$ cat config.mk
export PLATFORM = sky130hd
export DESIGN_NAME = banco_registradores_flat
export DESIGN_NICKNAME = d
export VERILOG_FILES = /design/src/rtl/banco_registradores_if.sv /design/src/rtl/banco_registradores.sv /design/src/flat_wrapper.sv
export SDC_FILE = /design/constraint.sdc
export NUM_CORES = 1
export LEC_CHECK = 0
export CAP_MARGIN = 5
export CORE_UTILIZATION = 52
export CTS_CLUSTER_SIZE = 28
export DETAILED_ROUTE_END_ITERATION = 16
export GPL_TIMING_DRIVEN = 1
export PLACE_DENSITY = 0.77
export REMOVE_ABC_BUFFERS = 1
export SLEW_MARGIN = 30
export SYNTH_ARGS = -nofsm -noshare
export SYNTH_HDL_FRONTEND = slang
export SYNTH_SLANG_ARGS = --single-unit
$ cat constraint.sdc
create_clock -name clock -period 3.1 [get_ports clock]
set_input_delay 0.93 -clock clock [delete_from_list [all_inputs] [get_ports clock]]
set_output_delay 0.93 -clock clock [all_outputs]
set_load 0.05 [all_outputs]
$ cat src/rtl/banco_registradores_if.sv
// Register bank bus: write port, PC control, two read ports and PC status.
//   master : drives clear/wr_en/wr_addr/buswire/pc_incr/rd_addr_a/rd_addr_b
//   slave  : returns rd_data_a/rd_data_b/pc_out/pc_wrap
interface banco_registradores_if #(
  parameter int unsigned WIDTH  = 16,
  parameter int unsigned ADDR_W = 3
);
  logic              clear;
  logic              wr_en;
  logic [ADDR_W-1:0] wr_addr;
  logic [WIDTH-1:0]  buswire;
  logic              pc_incr;
  logic [ADDR_W-1:0] rd_addr_a;
  logic [WIDTH-1:0]  rd_data_a;
  logic [ADDR_W-1:0] rd_addr_b;
  logic [WIDTH-1:0]  rd_data_b;
  logic [WIDTH-1:0]  pc_out;
  logic              pc_wrap;

  modport master (
    output clear, wr_en, wr_addr, buswire, pc_incr, rd_addr_a, rd_addr_b,
    input  rd_data_a, rd_data_b, pc_out, pc_wrap
  );

  modport slave (
    input  clear, wr_en, wr_addr, buswire, pc_incr, rd_addr_a, rd_addr_b,
    output rd_data_a, rd_data_b, pc_out, pc_wrap
  );
endinterface

$ cat src/rtl/banco_registradores.sv
// Parametrised register bank; register PC_IDX doubles as program counter.
// State updates on the falling edge of clock so a rising-edge control FSM
// always samples settled register values.
// Ports:
//   clock  : system clock (state updates on negedge)
//   resetn : asynchronous active-low reset, clears all state
//   bus    : banco_registradores_if.slave (write port, pc_incr, clear,
//            two combinational read ports, pc_out, registered pc_wrap)
// Optional feature: define BANCO_BYPASS_EN for write-through forwarding of
// buswire to the read ports and pc_out (register update is unchanged).
module banco_registradores #(
  parameter int unsigned WIDTH    = 16,
  parameter int unsigned NUM_REGS = 8,
  parameter int unsigned ADDR_W   = 3,
  parameter int unsigned PC_IDX   = 7
) (
  input  logic                    clock,
  input  logic                    resetn,
  banco_registradores_if.slave    bus
);

  // Elaboration-time configuration check
  if ((NUM_REGS != (32'd1 << ADDR_W)) || (PC_IDX >= NUM_REGS)) begin : g_bad_cfg
    $error("banco_registradores: NUM_REGS must be 2**ADDR_W and PC_IDX < NUM_REGS");
  end

  localparam logic [ADDR_W-1:0] PC_ADDR = ADDR_W'(PC_IDX);

  logic [NUM_REGS-1:0][WIDTH-1:0] regs_q;
  logic [NUM_REGS-1:0][WIDTH-1:0] regs_nxt;
  logic                           wrap_q;
  logic                           wrap_nxt;
  logic                           wr_pc;

  assign wr_pc = bus.wr_en && (bus.wr_addr == PC_ADDR);

  // Next state: clear > write (to PC wins over incr) > pc_incr > hold
  always_comb begin
    regs_nxt = regs_q;
    wrap_nxt = wrap_q;
    if (bus.clear) begin
      regs_nxt = '0;
      wrap_nxt = 1'b0;
    end else begin
      if (bus.wr_en) begin
        regs_nxt[bus.wr_addr] = bus.buswire;
      end
      if (bus.pc_incr) begin
        if (wr_pc) begin
          wrap_nxt = 1'b0;
        end else begin
          regs_nxt[PC_IDX] = regs_q[PC_IDX] + WIDTH'(1);
          wrap_nxt         = &regs_q[PC_IDX];
        end
      end
    end
  end

  // State register, falling-edge clocked
  always_ff @(negedge clock or negedge resetn) begin
    if (!resetn) begin
      regs_q <= '0;
      wrap_q <= 1'b0;
    end else begin
      regs_q <= regs_nxt;
      wrap_q <= wrap_nxt;
    end
  end

  // Read ports
`ifdef BANCO_BYPASS_EN
  assign bus.rd_data_a = (bus.wr_en && (bus.wr_addr == bus.rd_addr_a)) ?
                         bus.buswire : regs_q[bus.rd_addr_a];
  assign bus.rd_data_b = (bus.wr_en && (bus.wr_addr == bus.rd_addr_b)) ?
                         bus.buswire : regs_q[bus.rd_addr_b];
  assign bus.pc_out    = wr_pc ? bus.buswire : regs_q[PC_IDX];
`else
  assign bus.rd_data_a = regs_q[bus.rd_addr_a];
  assign bus.rd_data_b = regs_q[bus.rd_addr_b];
  assign bus.pc_out    = regs_q[PC_IDX];
`endif
  assign bus.pc_wrap   = wrap_q;

endmodule
$ cat src/flat_wrapper.sv
// flat-port wrapper written by rule: the top's interface ports become plain ports
module banco_registradores_flat 
#(
  parameter int unsigned WIDTH    = 16,
  parameter int unsigned NUM_REGS = 8,
  parameter int unsigned ADDR_W   = 3,
  parameter int unsigned PC_IDX   = 7
)
  (clock, resetn, bus_clear, bus_wr_en, bus_wr_addr, bus_buswire, bus_pc_incr, bus_rd_addr_a, bus_rd_addr_b, bus_rd_data_a, bus_rd_data_b, bus_pc_out, bus_pc_wrap);
  banco_registradores_if #(.WIDTH(WIDTH), .ADDR_W(ADDR_W)) bus_i ();
  input  logic clock;
  input  logic resetn;
  input wire logic [$bits(bus_i.clear)-1:0] bus_clear;
  input wire logic [$bits(bus_i.wr_en)-1:0] bus_wr_en;
  input wire logic [$bits(bus_i.wr_addr)-1:0] bus_wr_addr;
  input wire logic [$bits(bus_i.buswire)-1:0] bus_buswire;
  input wire logic [$bits(bus_i.pc_incr)-1:0] bus_pc_incr;
  input wire logic [$bits(bus_i.rd_addr_a)-1:0] bus_rd_addr_a;
  input wire logic [$bits(bus_i.rd_addr_b)-1:0] bus_rd_addr_b;
  output wire logic [$bits(bus_i.rd_data_a)-1:0] bus_rd_data_a;
  output wire logic [$bits(bus_i.rd_data_b)-1:0] bus_rd_data_b;
  output wire logic [$bits(bus_i.pc_out)-1:0] bus_pc_out;
  output wire logic [$bits(bus_i.pc_wrap)-1:0] bus_pc_wrap;
  assign bus_i.clear = bus_clear;
  assign bus_i.wr_en = bus_wr_en;
  assign bus_i.wr_addr = bus_wr_addr;
  assign bus_i.buswire = bus_buswire;
  assign bus_i.pc_incr = bus_pc_incr;
  assign bus_i.rd_addr_a = bus_rd_addr_a;
  assign bus_i.rd_addr_b = bus_rd_addr_b;
  assign bus_rd_data_a = bus_i.rd_data_a;
  assign bus_rd_data_b = bus_i.rd_data_b;
  assign bus_pc_out = bus_i.pc_out;
  assign bus_pc_wrap = bus_i.pc_wrap;
  banco_registradores #(.WIDTH(WIDTH), .NUM_REGS(NUM_REGS), .ADDR_W(ADDR_W), .PC_IDX(PC_IDX)) u_core (.clock(clock), .resetn(resetn), .bus(bus_i));
endmodule
==> impl_table.tex <==
\begin{tabular}{lr}
\hline
Metric & Value \\
\hline
\multicolumn{2}{l}{\textbf{Synth}} \\
\quad Gate count of the mapped netlist & 753 \\
\quad Share of flip-flops with an asynchronous set or reset after synthesis & 100\% \\
\quad Number of enable-type register cells in the synthesized netlist & 0 \\
\quad Mean cell area of the mapped netlist & 10.0 sq um \\
\quad Netlist area before placement & 7560 sq um \\
\quad Yosys synthesis warning count & 0 \\
\quad Register area share after synthesis & 42.7\% \\
\quad Number of distinct library cells after synthesis & 35 \\
\quad Main flop type after synthesis & dfrtn\_1 \\
\quad Number of synthesized register bits & 129 \\
\multicolumn{2}{l}{\textbf{Timing}} \\
\quad Setup repair after global routing missed its margin & true \\
\quad Total Negative Setup Slacks & -53.06 ns \\
\quad Total count of hold-check failures in the final report & 0 \\
\quad Max Clock Skew & 0.00628 ns \\
\quad Total of endpoints with negative setup slack in the final report & 153 \\
\quad Worst max-slew margin expressed relative to the limit & 61.3\% \\
\quad Least-Margin Pin Slew & 0.580 ns \\
\quad Fin worst setup slack & -1.16 ns \\
\quad Max-slew violation count & 0 \\
\multicolumn{2}{l}{\textbf{Clocking}} \\
\quad Cts-stage hold buffer count & 0 \\
\quad Clock transition at the registers of the reported paths & 0.04 ns \\
\quad Cell at the root of the clock tree & clkbuf\_16 \\
\quad Clock sink count & 129 \\
\quad Clock network latency to the later pin of the worst-skew pair & 0.41 ns \\
\quad TritonCTS clock tree & done \\
\quad Total number of H-tree levels & 4 \\
\quad TritonCTS buffer count & 17 \\
\quad Maximum buffer depth of the clock tree & 2 \\
\multicolumn{2}{l}{\textbf{Placed design}} \\
\quad Count of buffers inserted at the top-level ports & 78 \\
\quad Final estimated routing congestion in global placement & 0.882 \\
\quad Number of placed cells counting well taps & 1,045 \\
\quad Placed cell areas & 9260 sq um \\
\quad HPWL reported at the end of detailed placement & 15.5 mm \\
\quad Pre-CTS setup slack & -1.12 ns \\
\multicolumn{2}{l}{\textbf{Cells and area}} \\
\quad Layout cell share with drive strength beyond 1 & 50.4\% \\
\quad Diodes inserted & 0 \\
\quad Final Instance Area & 11,400 sq um \\
\quad Area overhead of the layout relative to synthesis & 50.5\% \\
\quad Count of placed standard cells in the final layout, fillers left out & 1,119 \\
\quad Final layout net count & 958 \\
\quad Core occupancy in the finished layout & 81.0\% \\
\multicolumn{2}{l}{\textbf{Die}} \\
\quad Horiz. Die Dim & 123 microns \\
\quad Placeable core region & 14,000 sq um \\
\quad Number of primary I/O pins & 79 \\
\quad Cell row count & 43 \\
\quad Initial Util & 53.8\% \\
\quad Floorplan die area & 15,000 sq um \\
\quad Die height & 123 microns \\
\multicolumn{2}{l}{\textbf{Hold path}} \\
\quad Path class of the lowest-slack min-delay path & register to register \\
\quad Hold wc startpoint & u\_core.regs\_q[34]\$\_DFFE\_NN0P\_ \\
\multicolumn{2}{l}{\textbf{Power}} \\
\quad Clock share of power & 41.7\% \\
\quad Switching share of power & 28.3\% \\
\quad Internal power contribution & 3.24 mW \\
\quad Sequential fraction of design power & 39.3\% \\
\quad Cell leakage power & 4.96 nW \\
\quad Power density over cell area & 397 nW/um\^{}2 \\
\quad Combinational share of power & 19.0\% \\
\quad Largest voltage drop on the vdd net & 0.000294 V \\
\quad Sw power & 1.28 mW \\
\multicolumn{2}{l}{\textbf{Routing}} \\
\quad First drt pass iteration count & 12 \\
\quad Antenna Violating Nets Remaining & 0 \\
\quad 1st-iter DRT viols & 1,429 \\
\quad Count of unresolved DRC violations after routing & 0 \\
\quad Number of vias per cell after detailed routing & 7.17 \\
\quad Wire length per cell after detailed routing & 28.7 microns \\
\quad Via total after detailed routing & 8,028 \\
\quad Final routed wirelength across all metal layers & 32.1 mm \\
\multicolumn{2}{l}{\textbf{Run status}} \\
\quad Outcome & finished with violations \\
\quad Violated checks & negative setup slack \\
\multicolumn{2}{l}{\textbf{Critical path}} \\
\quad Required time of the critical path & 2.17 ns \\
\quad Startpoint of the worst register-to-register path & u\_core.bus.pc\_out[3]\$\_DFF\_NN0\_ \\
\quad Setup crit end kind & output port \\
\quad Critical Path Start Type & register \\
\quad Maximum fanout count along the critical path & 4 \\
\quad Data arrival at the endpoint of the critical path & 3.33 ns \\
\quad Kind of critical path & register to output port \\
\quad Start point of the critical path & u\_core.bus.pc\_out[8]\$\_DFF\_NN0\_ \\
\multicolumn{2}{l}{\textbf{Global routing}} \\
\quad Antenna violations before repair & 0 \\
\quad Largest net degree at the start of global routing & 53 \\
\quad Via count of the first global-routing pass & 7,316 \\
\quad Global route overflow & 0 \\
\quad All-layer global routing usage & 37.0\% \\
\quad First-pass GRT wire length & 40.3 mm \\
\multicolumn{2}{l}{\textbf{Run}} \\
\quad Max-Cap Viols & 0 \\
\hline
\end{tabular}
-- cell usage after synthesis, types with 4 or more instances --
cell type / count / area share [%]
nand3_1: 8 / 0.53
dfrtn_1: 129 / 43
xnor2_1: 7 / 0.81
xor2_1: 4 / 0.46
a21oi_1: 113 / 7.5
buf_4: 18 / 1.8
nor2b_1: 4 / 0.33
mux4_2: 62 / 18
nor4_1: 4 / 0.33
nor3_1: 5 / 0.33
clkbuf_2: 9 / 0.60
buf_2: 10 / 0.66
mux2_2: 32 / 4.8
nor2_1: 25 / 1.2
nand2b_1: 5 / 0.41
a211oi_1: 12 / 1.2
nand2_1: 230 / 11
nand4_1: 7 / 0.58
clkbuf_1: 42 / 2.1
-- per-layer routing --
layer  track usage (%)  vias up  part of all wire, %
li1                  -     2979                    -
met5                 0        -                    0
met3              8.97      299                   14
met2              58.5      922                   45
met4              19.4        0                  7.8
met1              47.4     3828                   33
-- through the flow --
step	total power [mW]	hold WS (ns)
2_1_floorplan	2.04	0.488
3_3_place_gp	2.43	0.502
3_5_place_dp	2.45	0.522
4_1_cts	4.35	0.521
5_1_grt	4.61	0.561
6_report	4.52	0.526
-- state kept, by name, indices dropped and copies added, names as in the netlist --
register / count
u_core.bus.pc_out: 16
u_core.bus.pc_wrap: 1
u_core.regs_q: 112
-- worst max-delay path, stage by stage, from the launching register on --
cell and delay, ns:
dfrtn_1 0.40, mux4_2 0.52, mux2_4 0.29, buf_8 0.15
-- cell type report --
type                            instances  area, sq um
Clock buffer                           24          472
Clock inverter                          7         60.1
Fill cell                             651         2660
Inverter                                3         11.3
Multi-Input combinational cell        536         4600
Sequential cell                       129         3230
Tap cell                              180          225
Timing Repair Buffer                  240         2790
-- kinds of logic (layout without fill, tap and decap cells) --
group / count (synthesis) / count (layout) / share of synthesized area [%]
fa+ha+maj: 1 / 1 / 0.165
simple gates: 296 / 296 / 16.3
flops: 129 / 129 / 42.7
xor+xnor: 11 / 11 / 1.27
mux: 97 / 97 / 24.1
buf+inv: 88 / 274 / 6.29
compound gates: 131 / 131 / 9.27
-- power groups by stage --
| stage | Clock (mW) | Combinational [mW] | Sequential, mW |
|---|---|---|---|
| finish | 1.88 | 0.860 | 1.77 |
| global route | 1.95 | 0.882 | 1.78 |
| global placement | 0 | 0.638 | 1.79 |
| detailed placement | 0 | 0.653 | 1.79 |
| floorplan | 0 | 0.215 | 1.82 |
| CTS | 1.85 | 0.730 | 1.77 |
-- cell usage in the layout (no fill, tap or decap), types with 5 or more instances in the layout --
cell type / n
nand2_1: 183
dfrtn_1: 129
buf_4: 95
a21oi_1: 66
mux4_2: 64
a21oi_2: 47
buf_6: 47
buf_8: 39
buf_12: 34
mux2_4: 31
nand2_2: 28
nand2_4: 20
clkbuf_16: 18
nor2_1: 17
dlymetal6s2s_1: 12
a211oi_1: 11
clkdlybuf4s50_1: 8
nand4_1: 7
nor2_4: 7
xnor2_1: 7
clkinv_2: 6
clkbuf_1: 5
-- path summary, 6_finish.rpt --
kind                                                    to  slack [ns]  cells after the start
max                                       bus_rd_data_b[8]       -1.16                      3
min in group asynchronous    u_core.regs_q[38]$_DFFE_NN0P_        1.96                      2
max in group asynchronous     u_core.regs_q[5]$_DFFE_NN0P_        0.82                      2
min reg2reg                  u_core.regs_q[34]$_DFFE_NN0P_        0.53                      2
max reg2reg                u_core.bus.pc_out[15]$_DFF_NN0_        0.72                      8
min                          u_core.regs_q[34]$_DFFE_NN0P_        0.53                      2
-- timing repair --
item,CTS,global route
pin swaps,17,53
buffers inserted,26,25
resized for setup,183,188
endpoints found under the setup margin,178,173
cloned,1,2
Note: power is estimated with default switching activity, not from simulation.
